--- src/rtl/mandel_pkg.sv ---
// Shared definitions for the Mandelbrot pixel scheduler.
//   state_e   : scheduler FSM states
//   FRAC_BITS : fractional bits of the Q16.16 coordinate format
//   ONE       : 1.0 in Q16.16
package mandel_pkg;
  localparam int          FRAC_BITS = 16;
  localparam logic [31:0] ONE       = 32'h0001_0000;

  typedef enum logic [2:0] {
    IDLE   = 3'd0,
    LAUNCH = 3'd1,
    ARM    = 3'd2,
    WAIT   = 3'd3,
    EMIT   = 3'd4
  } state_e;
endpackage

--- src/rtl/mandel_raster_ctr.sv ---
// Raster position generator: steps (col,row) across the frame and keeps the
// matching complex-plane coordinate (x,y) in Q16.16.
// Ports:
//   clk_i, rst_ni          : clock, synchronous active-low reset
//   init_i                 : load start of frame (col=row=0, x/y from init_*)
//   adv_i                  : advance to the next pixel
//   init_x_i, init_y_i     : top-left coordinate taken on init_i
//   x_min_i, step_i        : latched left edge and pixel pitch
//   width_i, height_i      : latched frame size
//   col_o, row_o, x_o, y_o : current pixel position / coordinate
//   last_o                 : current pixel is the final pixel of the frame
module mandel_raster_ctr
  import mandel_pkg::*;
#(
  parameter int DATA_WIDTH  = 32,
  parameter int COORD_WIDTH = 11
) (
  input  logic                   clk_i,
  input  logic                   rst_ni,
  input  logic                   init_i,
  input  logic                   adv_i,
  input  logic [DATA_WIDTH-1:0]  init_x_i,
  input  logic [DATA_WIDTH-1:0]  init_y_i,
  input  logic [DATA_WIDTH-1:0]  x_min_i,
  input  logic [DATA_WIDTH-1:0]  step_i,
  input  logic [COORD_WIDTH-1:0] width_i,
  input  logic [COORD_WIDTH-1:0] height_i,
  output logic [COORD_WIDTH-1:0] col_o,
  output logic [COORD_WIDTH-1:0] row_o,
  output logic [DATA_WIDTH-1:0]  x_o,
  output logic [DATA_WIDTH-1:0]  y_o,
  output logic                   last_o
);
  localparam logic [COORD_WIDTH-1:0] COORD_ONE = COORD_WIDTH'(1);

  logic [COORD_WIDTH-1:0] col_q, col_d, row_q, row_d;
  logic [DATA_WIDTH-1:0]  x_q, x_d, y_q, y_d;
  logic                   col_end, row_end;

  assign col_end = (col_q == width_i - COORD_ONE);
  assign row_end = (row_q == height_i - COORD_ONE);

  // Coordinates wrap modulo 2^DATA_WIDTH; y decreases going down the frame.
  always_comb begin
    col_d = col_q;
    row_d = row_q;
    x_d   = x_q;
    y_d   = y_q;
    if (init_i) begin
      col_d = '0;
      row_d = '0;
      x_d   = init_x_i;
      y_d   = init_y_i;
    end else if (adv_i) begin
      if (col_end) begin
        col_d = '0;
        x_d   = x_min_i;
        row_d = row_q + COORD_ONE;
        y_d   = y_q - step_i;
      end else begin
        col_d = col_q + COORD_ONE;
        x_d   = x_q + step_i;
      end
    end
  end

  always_ff @(posedge clk_i) begin
    if (!rst_ni) begin
      col_q <= '0;
      row_q <= '0;
      x_q   <= '0;
      y_q   <= '0;
    end else begin
      col_q <= col_d;
      row_q <= row_d;
      x_q   <= x_d;
      y_q   <= y_d;
    end
  end

  assign col_o  = col_q;
  assign row_o  = row_q;
  assign x_o    = x_q;
  assign y_o    = y_q;
  assign last_o = col_end & row_end;
endmodule

--- src/rtl/mandel_pixel_sched.sv ---
// Mandelbrot pixel scheduler: walks a frame pixel by pixel, launches the
// iteration core for each pixel's c, and streams (col,row,iter,last) results
// out on a valid/ready interface.
// Ports:
//   clk_i, rst_ni                   : clock, synchronous active-low reset
//   frame_start_i + config inputs   : x_min/y_max/step (Q16.16), width/height,
//                                     max_iter; sampled only when accepted
//   core_start_o, core_x0_o/y0_o,
//   core_max_iter_o                 : launch and operands for the core
//   core_iter_i, core_done_i        : core result (done is a level)
//   pix_valid_o/ready_i, pix_*      : result stream
//   busy_o                          : frame in progress
//   perf_cycles_o                   : busy-cycle counter
// Optional feature: define MANDEL_SCHED_PERF_EN to build the saturating
// busy-cycle counter; otherwise perf_cycles_o is tied to 0.
module mandel_pixel_sched
  import mandel_pkg::*;
#(
  parameter int DATA_WIDTH     = 32,
  parameter int MAX_ITER_WIDTH = 16,
  parameter int COORD_WIDTH    = 11
) (
  input  logic                      clk_i,
  input  logic                      rst_ni,
  input  logic                      frame_start_i,
  input  logic [DATA_WIDTH-1:0]     x_min_i,
  input  logic [DATA_WIDTH-1:0]     y_max_i,
  input  logic [DATA_WIDTH-1:0]     step_i,
  input  logic [COORD_WIDTH-1:0]    width_i,
  input  logic [COORD_WIDTH-1:0]    height_i,
  input  logic [MAX_ITER_WIDTH-1:0] max_iter_i,
  output logic                      core_start_o,
  output logic [DATA_WIDTH-1:0]     core_x0_o,
  output logic [DATA_WIDTH-1:0]     core_y0_o,
  output logic [MAX_ITER_WIDTH-1:0] core_max_iter_o,
  input  logic [MAX_ITER_WIDTH-1:0] core_iter_i,
  input  logic                      core_done_i,
  output logic                      pix_valid_o,
  input  logic                      pix_ready_i,
  output logic [COORD_WIDTH-1:0]    pix_col_o,
  output logic [COORD_WIDTH-1:0]    pix_row_o,
  output logic [MAX_ITER_WIDTH-1:0] pix_iter_o,
  output logic                      pix_last_o,
  output logic                      busy_o,
  output logic [31:0]               perf_cycles_o
);
  state_e                    state_q, state_d;
  logic [DATA_WIDTH-1:0]     x_min_q, x_min_d, step_q, step_d;
  logic [COORD_WIDTH-1:0]    width_q, width_d, height_q, height_d;
  logic [MAX_ITER_WIDTH-1:0] max_iter_q, max_iter_d, iter_q, iter_d;
  logic                      accept, adv, last;

  assign accept = (state_q == IDLE) && frame_start_i &&
                  (width_i != '0) && (height_i != '0);
  assign adv    = (state_q == EMIT) && pix_ready_i && !last;

  always_comb begin
    state_d    = state_q;
    x_min_d    = x_min_q;
    step_d     = step_q;
    width_d    = width_q;
    height_d   = height_q;
    max_iter_d = max_iter_q;
    iter_d     = iter_q;
    case (state_q)
      IDLE: if (accept) begin
        x_min_d    = x_min_i;
        step_d     = step_i;
        width_d    = width_i;
        height_d   = height_i;
        max_iter_d = max_iter_i;
        state_d    = LAUNCH;
      end
      LAUNCH: state_d = ARM;
      // core_done_i may still be high from the previous pixel; skip it.
      ARM:    state_d = WAIT;
      WAIT: if (core_done_i) begin
        iter_d  = core_iter_i;
        state_d = EMIT;
      end
      EMIT: if (pix_ready_i) state_d = last ? IDLE : LAUNCH;
      default: state_d = IDLE;
    endcase
  end

  always_ff @(posedge clk_i) begin
    if (!rst_ni) begin
      state_q    <= IDLE;
      x_min_q    <= '0;
      step_q     <= '0;
      width_q    <= '0;
      height_q   <= '0;
      max_iter_q <= '0;
      iter_q     <= '0;
    end else begin
      state_q    <= state_d;
      x_min_q    <= x_min_d;
      step_q     <= step_d;
      width_q    <= width_d;
      height_q   <= height_d;
      max_iter_q <= max_iter_d;
      iter_q     <= iter_d;
    end
  end

  // x/y only move on an EMIT handshake, so c is stable from LAUNCH to WAIT exit.
  mandel_raster_ctr #(
    .DATA_WIDTH (DATA_WIDTH),
    .COORD_WIDTH(COORD_WIDTH)
  ) u_raster (
    .clk_i   (clk_i),
    .rst_ni  (rst_ni),
    .init_i  (accept),
    .adv_i   (adv),
    .init_x_i(x_min_i),
    .init_y_i(y_max_i),
    .x_min_i (x_min_q),
    .step_i  (step_q),
    .width_i (width_q),
    .height_i(height_q),
    .col_o   (pix_col_o),
    .row_o   (pix_row_o),
    .x_o     (core_x0_o),
    .y_o     (core_y0_o),
    .last_o  (last)
  );

  assign core_start_o    = (state_q == LAUNCH);
  assign core_max_iter_o = max_iter_q;
  assign pix_valid_o     = (state_q == EMIT);
  assign pix_iter_o      = iter_q;
  assign pix_last_o      = last;
  assign busy_o          = (state_q != IDLE);

`ifdef MANDEL_SCHED_PERF_EN
  logic [31:0] perf_q, perf_d;

  // Accept happens in IDLE, so clear and count never coincide.
  always_comb begin
    perf_d = perf_q;
    if (accept)                          perf_d = '0;
    else if (busy_o && (perf_q != '1))   perf_d = perf_q + 32'd1;
  end

  always_ff @(posedge clk_i) begin
    if (!rst_ni) perf_q <= '0;
    else         perf_q <= perf_d;
  end

  assign perf_cycles_o = perf_q;
`else
  assign perf_cycles_o = 32'd0;
`endif
endmodule
--- config.mk ---
export PLATFORM = sky130hd
export DESIGN_NAME = mandel_pixel_sched
export DESIGN_NICKNAME = d
export VERILOG_FILES = /design/src/rtl/mandel_pkg.sv /design/src/rtl/mandel_raster_ctr.sv /design/src/rtl/mandel_pixel_sched.sv
export SDC_FILE = /design/constraint.sdc
export NUM_CORES = 1
export LEC_CHECK = 0
export CAP_MARGIN = 20
export CORE_ASPECT_RATIO = 0.9
export CORE_MARGIN = 1
export CORE_UTILIZATION = 45
export CTS_CLUSTER_DIAMETER = 60
export CTS_CLUSTER_SIZE = 12
export DETAILED_ROUTE_END_ITERATION = 6
export PLACE_DENSITY = 0.74
export SLEW_MARGIN = 20
export SYNTH_ARGS = -nofsm -noshare
export SYNTH_HDL_FRONTEND = slang
export SYNTH_SLANG_ARGS = --single-unit
--- constraint.sdc ---
create_clock -name clk_i -period 7.05 [get_ports clk_i]
set_clock_uncertainty 0.15 [all_clocks]
set_input_delay 1.41 -clock clk_i [delete_from_list [all_inputs] [get_ports clk_i]]
set_output_delay 1.41 -clock clk_i [all_outputs]
set_load 0.03 [all_outputs]
### Yosys cells after proc, flatten, opt, wreduce, memory -nomap -nowiden

Cells that the tools add are included.
W data, S select, Z words.

| word-level totals | value |
|---|---|
| memories kept | 0 |
| memory bits (writable) | 0 |
| output and inout port bits | 154 |
| word-level logic and storage cells | 58 |
| memory bits (read-only) | 0 |
| register bits after elaboration | 207 |
| bits in latches | 0 |
| bits of input ports | 155 |

| operators by class | value |
|---|---|
| multiply operators | 0 |
| divide/modulo/power cells | 0 |
| muxes and demuxes | 12 |
| shift operators | 0 |
| bitwise operators | 2 |
| $add $sub $neg | 6 |
| eq/ne operators | 9 |
| magnitude comparators | 0 |
| reduce and logical (&&, ||, !) cells | 18 |

Operators with widths:

| operator | number |
|---|---|
| $mux W32 | 6 |
| $add A32 B32 Y32 | 1 |
| $sub A32 B32 Y32 | 1 |
| $add A11 B1 Y11 const B | 2 |
| $eq A11 B11 Y1 | 2 |
| $reduce_bool A11 Y1 | 2 |
| $sub A11 B1 Y11 const B | 2 |
| $pmux W3 S5 | 1 |
| $mux W11 | 1 |
| $mux W3 | 3 |
| $reduce_and A2 Y1 | 4 |
| $eq A3 B2 Y1 const B | 2 |
| $logic_and A1 B1 Y1 | 5 |
| $ne A2 B2 Y1 const B | 2 |
| $reduce_bool A2 Y1 | 2 |
| $eq A3 B1 Y1 const B | 1 |
| $eq A3 B3 Y1 const B | 1 |
| $logic_not A3 Y1 | 1 |
| $reduce_and A3 Y1 | 1 |
| $reduce_bool A3 Y1 | 1 |
| $ne A2 B1 Y1 const B | 1 |
| $reduce_or A2 Y1 | 1 |
| $and A1 B1 Y1 | 1 |
| $logic_not A1 Y1 | 1 |
| other kinds (2) | 2 |

### Longest topological paths before layout

| logic depth | value |
|---|---|
| depth in word-level cells | 7 |
| gate-level depth with buffers | 14 |
| gate-level depth less buffers | 12 |

### Cells and area by module

From an unflattened synthesis, not the netlist that was laid out.

| unflattened totals | value |
|---|---|
| cells, all modules | 1640 |
| area total of the unflattened synthesis | 12959.9 um^2 |

By module, submodules not included:

| module | area an instance (um^2) | seq. area each (um^2) | cells each | instances |
|---|---|---|---|---|
| mandel_raster_ctr | 7891.3 | 1721.7 | 1067 | 1 |
| mandel_pixel_sched | 5068.6 | 2422.3 | 573 | 1 |

### Worst setup path before layout

Ideal clock, no wire load.

| timing | value |
|---|---|
| path type | register -> output |
| from | register height_q[0] |
| to | output pix_last_o |
| stages on the path, launching flop included | 9 |
| setup slack | 2.935 ns |
| arrival | 2.555 ns |
| data required time | 5.490 ns |
| path buffers | 0 |
| cells stage by stage | dfxtp_1 > inv_1 > ha_1 > nor4b_4 > xor2_1 > or4_4 > a2111oi_4 > o2111ai_4 > nor2_1 |

| between the ends | value |
|---|---|
| longest elaborated chain between the ends | 3 |

RTL lines:

| what | line | RTL |
|---|---|---|
| start, declared | mandel_pixel_sched.sv:49 | `logic [COORD_WIDTH-1:0] width_q, width_d, height_q, height_d;` |
| start signal, assigned | mandel_pixel_sched.sv:100 | `height_q <= height_d;` |
| $sub A11 B1 Y11 | mandel_raster_ctr.sv:41 | `assign row_end = (row_q == height_i - COORD_ONE);` |
| $eq A11 B11 Y1 | mandel_raster_ctr.sv:41 |  |
| $and A1 B1 Y1 | mandel_raster_ctr.sv:85 | `assign last_o = col_end & row_end;` |
| end, declared | mandel_pixel_sched.sv:43 | `output logic pix_last_o,` |

No other way between the ends.

### Final worst setup path

Same ends and word-level chain as after synthesis.

==> summary.txt <==
ROUTE
-------------------------------------------------------------------------------------------------
DR vias/cell .......................................................................         5.65
Routed wire length per instance ....................................................      17.4 um
Post-detailed-route DRC marker count ...............................................            0
Iteration-0 DRC count of the detailed router .......................................         1014
Count of vias placed by the detailed router ........................................        12591
First-pass iteration count of the detailed router ..................................            5
Routed Wire Length .................................................................      38.9 mm
Antenna-violating nets left ........................................................            0

GRT
-------------------------------------------------------------------------------------------------
Global-route wire length before repair .............................................      60.6 mm
Number of antenna violations at the first check in global routing ..................            1
Grt ovf ............................................................................            0
GRT Total Usage ....................................................................        26.4%
Number of global-route vias before repair ..........................................        11472
Largest net degree at the start of global routing ..................................           98

PLACEMENT
-------------------------------------------------------------------------------------------------
Gpl congestion .....................................................................        0.915
Total half-perimeter wirelength after legalization and detailed placement ..........      28.4 mm
IO buf count .......................................................................          276

CLOCK TREE
-------------------------------------------------------------------------------------------------
Number of clock buffers inserted by TritonCTS ......................................           24
Clock-pin slew on the worst setup and hold paths ...................................      0.06 ns
H-tree level count .................................................................            1
Max Root-Sink Buffers ..............................................................            3
Worst-skew pair later-pin latency ..................................................      0.53 ns
Post-CTS setup buffers .............................................................            0
# resized after CTS ................................................................            0
Clock root buffer master ........................................................... sky130_fd_sc_hd__clkbuf_16
CTS tree ...........................................................................        built
Number of hold-repair buffers added at the cts stage ...............................            0
Clock sink total ...................................................................          207

FLOORPLANNING
-------------------------------------------------------------------------------------------------
Starting Density ...................................................................        46.1%
Floorplan row count ................................................................           57
Placeable core region .............................................................. 0.0272 sq mm
Die Height .........................................................................       160 um
Die footprint ...................................................................... 0.0285 sq mm
# IOs ..............................................................................          309
Overall die width ..................................................................       178 um

TIMING
-------------------------------------------------------------------------------------------------
Hold WS ............................................................................     0.304 ns
Unrepaired setup endpoints after global routing ....................................        false
Final setup viols ..................................................................            0
Highest Clock Rate .................................................................      188 MHz
Post-route setup TNS ...............................................................         0 ns
Worst slew slack as a fraction of its limit ........................................        38.5%
Fin crit share .....................................................................        75.5%
Worst-Margin Slew ..................................................................     0.922 ns
Number of hold violations in the final report ......................................            0
Number of max-slew violations in the final report ..................................            0
Final period demand of the worst path ..............................................      5.32 ns

YOSYS
-------------------------------------------------------------------------------------------------
Cell accounting for the most synthesized area ...................................... sky130_fd_sc_hd__dfxtp_1
Warnings from Yosys ................................................................            0
Synthesis-stage register bit count .................................................          207
Mean cell area of the mapped netlist ...............................................   7.60 sq um
Top cells by area, synth ........................................................... sky130_fd_sc_hd__dfxtp_1 (33%), sky130_fd_sc_hd__nand2_1 (9.8%), sky130_fd_sc_hd__a21oi_1 (8.5%), sky130_fd_sc_hd__ha_1 (6.6%), sky130_fd_sc_hd__xnor2_1 (3.3%)
Cell with the most instances after synthesis ....................................... sky130_fd_sc_hd__nand2_1
Top cells by count, synth .......................................................... sky130_fd_sc_hd__nand2_1 (327), sky130_fd_sc_hd__a21oi_1 (212), sky130_fd_sc_hd__dfxtp_1 (207), sky130_fd_sc_hd__nor2_1 (85), sky130_fd_sc_hd__clkbuf_1 (80)
Portion of synthesized cell area occupied by the leading cell type .................        33.1%
Async set-reset flop share out of synthesis ........................................           0%
Mapped cell area ................................................................... 0.0125 sq mm
Prevailing post-synth register cell ................................................ sky130_fd_sc_hd__dfxtp_1
Number of distinct library cell variants in the gate-level netlist after synthesis .           83
Portion of the post-synthesis area used by sequential elements .....................        33.1%
Number of standard cells after synthesis ...........................................         1648
Number of enable-type register cells in the synthesized netlist ....................            0

POWER AND IR DROP
-------------------------------------------------------------------------------------------------
Leak Pwr ...........................................................................      6.20 nW
Peak supply drop ...................................................................     0.180 mV
Power density of the placed cells ..................................................  279 mW/mm^2

JOB
-------------------------------------------------------------------------------------------------
Maximum Capacitance Violations .....................................................            0

LAYOUT
-------------------------------------------------------------------------------------------------
Nets@finish ........................................................................         2086
Area Overhead vs Synth .............................................................        29.0%
Fraction of layout cells with a size suffix above 1 ................................        4.06%

WORST SETUP PATH
-------------------------------------------------------------------------------------------------
Critical path start-end classification .............................................      reg2out
Type of destination of the critical path ........................................... primary output
Type of origin of the critical path ................................................         flop
Largest fanout on the critical path ................................................            7
Required time of the critical path .................................................      5.49 ns
Arrival time at the worst endpoint .................................................      3.76 ns

WORST HOLD PATH
-------------------------------------------------------------------------------------------------
Type of the tightest min-delay check ...............................................      reg2reg

OUTCOME
-------------------------------------------------------------------------------------------------
Status ............................................................................. finished, final reports clean

## report_power, final
group	switching (mW)	total [mW]	internal [mW]
Clock	0.502	1.32	0.813
Combinational	1.02	1.74	0.718
Sequential	0.141	1.45	1.31
## logic make-up (layout without fill, tap and decap cells)
family                   after synthesis  in the layout  synth area share (%)
AND/OR/NAND/NOR                      618            618                  22.7
multiplexers                          13             13                  1.05
adder cells (fa/ha/maj)               68             68                  6.91
AO/OA/AOI/OAI                        466            466                  23.5
other                                  1             33                0.0299
XOR/XNOR                              83             83                  5.81
flip-flops                           207            207                  33.1
buffers and inverters                192            386                  6.91
## cells in the final DEF, fill, tap and decap left out, types with 5 or more instances in the layout
master / instances
sky130_fd_sc_hd__nor2b_1: 7
sky130_fd_sc_hd__and2_1: 9
sky130_fd_sc_hd__o21a_1: 12
sky130_fd_sc_hd__or3_1: 5
sky130_fd_sc_hd__or4_1: 5
sky130_fd_sc_hd__a21oi_1: 212
sky130_fd_sc_hd__and3_1: 21
sky130_fd_sc_hd__conb_1: 32
sky130_fd_sc_hd__o21bai_1: 7
sky130_fd_sc_hd__a311oi_1: 9
sky130_fd_sc_hd__buf_4: 6
sky130_fd_sc_hd__nand3_1: 32
sky130_fd_sc_hd__xor2_1: 36
sky130_fd_sc_hd__o211a_1: 7
sky130_fd_sc_hd__o221ai_1: 12
sky130_fd_sc_hd__inv_1: 65
sky130_fd_sc_hd__ha_1: 66
sky130_fd_sc_hd__nor3b_1: 5
sky130_fd_sc_hd__xnor2_1: 47
sky130_fd_sc_hd__o21ai_0: 61
sky130_fd_sc_hd__nand4_1: 20
sky130_fd_sc_hd__o31ai_1: 6
sky130_fd_sc_hd__mux2i_1: 12
sky130_fd_sc_hd__o211ai_1: 38
sky130_fd_sc_hd__clkdlybuf4s50_1: 276
sky130_fd_sc_hd__a221oi_1: 7
sky130_fd_sc_hd__nand2_1: 327
sky130_fd_sc_hd__nand3b_1: 9
sky130_fd_sc_hd__nor3_1: 46
sky130_fd_sc_hd__nor4_1: 11
sky130_fd_sc_hd__clkbuf_16: 25
sky130_fd_sc_hd__a211oi_1: 14
sky130_fd_sc_hd__o311ai_0: 7
sky130_fd_sc_hd__nand2b_1: 12
sky130_fd_sc_hd__dfxtp_1: 207
sky130_fd_sc_hd__a31o_2: 5
sky130_fd_sc_hd__nor2_1: 85
sky130_fd_sc_hd__a21o_1: 22
sky130_fd_sc_hd__a31oi_1: 18
## state kept, by name, summed over array words and instances, names as in the netlist
name,cells
x_min_q,32
pix_iter_o,16
u_raster.x_o,32
u_raster.row_o,11
core_max_iter_o,16
u_raster.col_o,11
width_q,11
state_q,3
step_q,32
height_q,11
u_raster.y_o,32
## per-stage QoR
stage               power [mW]  cell area [sq um]  utilization (%)  cells  setup WS (ns)
finish                    4.50              16200             59.4   2228           1.73
CTS                       4.51              16100             59.4   2226           1.70
global placement          3.15              15300             56.3   2190           2.40
detailed placement        3.18              15300             56.3   2190           2.27
floorplan                 2.67              12600                -   1679           2.93
global route              4.75              16200             59.4   2228           1.57
## final cells by class
type	instances	area (sq um)
Timing Repair Buffer	284	2850
Inverter	66	250
Multi-Input combinational cell	1280	7640
Tap cell	354	443
Clock buffer	28	667
Fill cell	2447	11000
Sequential cell	207	4140
Clock inverter	8	153
Antenna cell	1	2.50
## worst max-delay path, cell delays in order (launching register included)
cell and delay [ns]:
sky130_fd_sc_hd__dfxtp_1 0.35, sky130_fd_sc_hd__inv_1 0.07, sky130_fd_sc_hd__ha_1 0.26, sky130_fd_sc_hd__nor4b_4 0.41
sky130_fd_sc_hd__xor2_1 0.12, sky130_fd_sc_hd__or4_4 0.45, sky130_fd_sc_hd__a2111oi_4 0.42, sky130_fd_sc_hd__o2111ai_4 0.28
sky130_fd_sc_hd__nor2_1 0.16, sky130_fd_sc_hd__clkdlybuf4s50_1 0.71
## layer usage
layer | GRT usage [%] | up-vias | routed length, um | share of wire (%)
li1 | - | 6201 | - | -
met2 | 41.7 | 431 | 17300 | 44
met4 | 7.73 | 0 | 1090 | 2.8
met1 | 37.7 | 5893 | 18300 | 47
met5 | 0 | - | 0 | 0
met3 | 2.79 | 66 | 2230 | 5.7
## worst paths after layout
kind,slack [ns],start,cells after the start,to
worst max-delay path,1.73,height_q[0],9,pix_last_o
worst min-delay path,0.30,x_min_q[7],2,x_min_q[7]
worst max register to register,2.90,step_q[0],12,u_raster.x_o[20]
worst min register to register,0.30,x_min_q[7],2,x_min_q[7]
(Power assumes the default switching activity.)
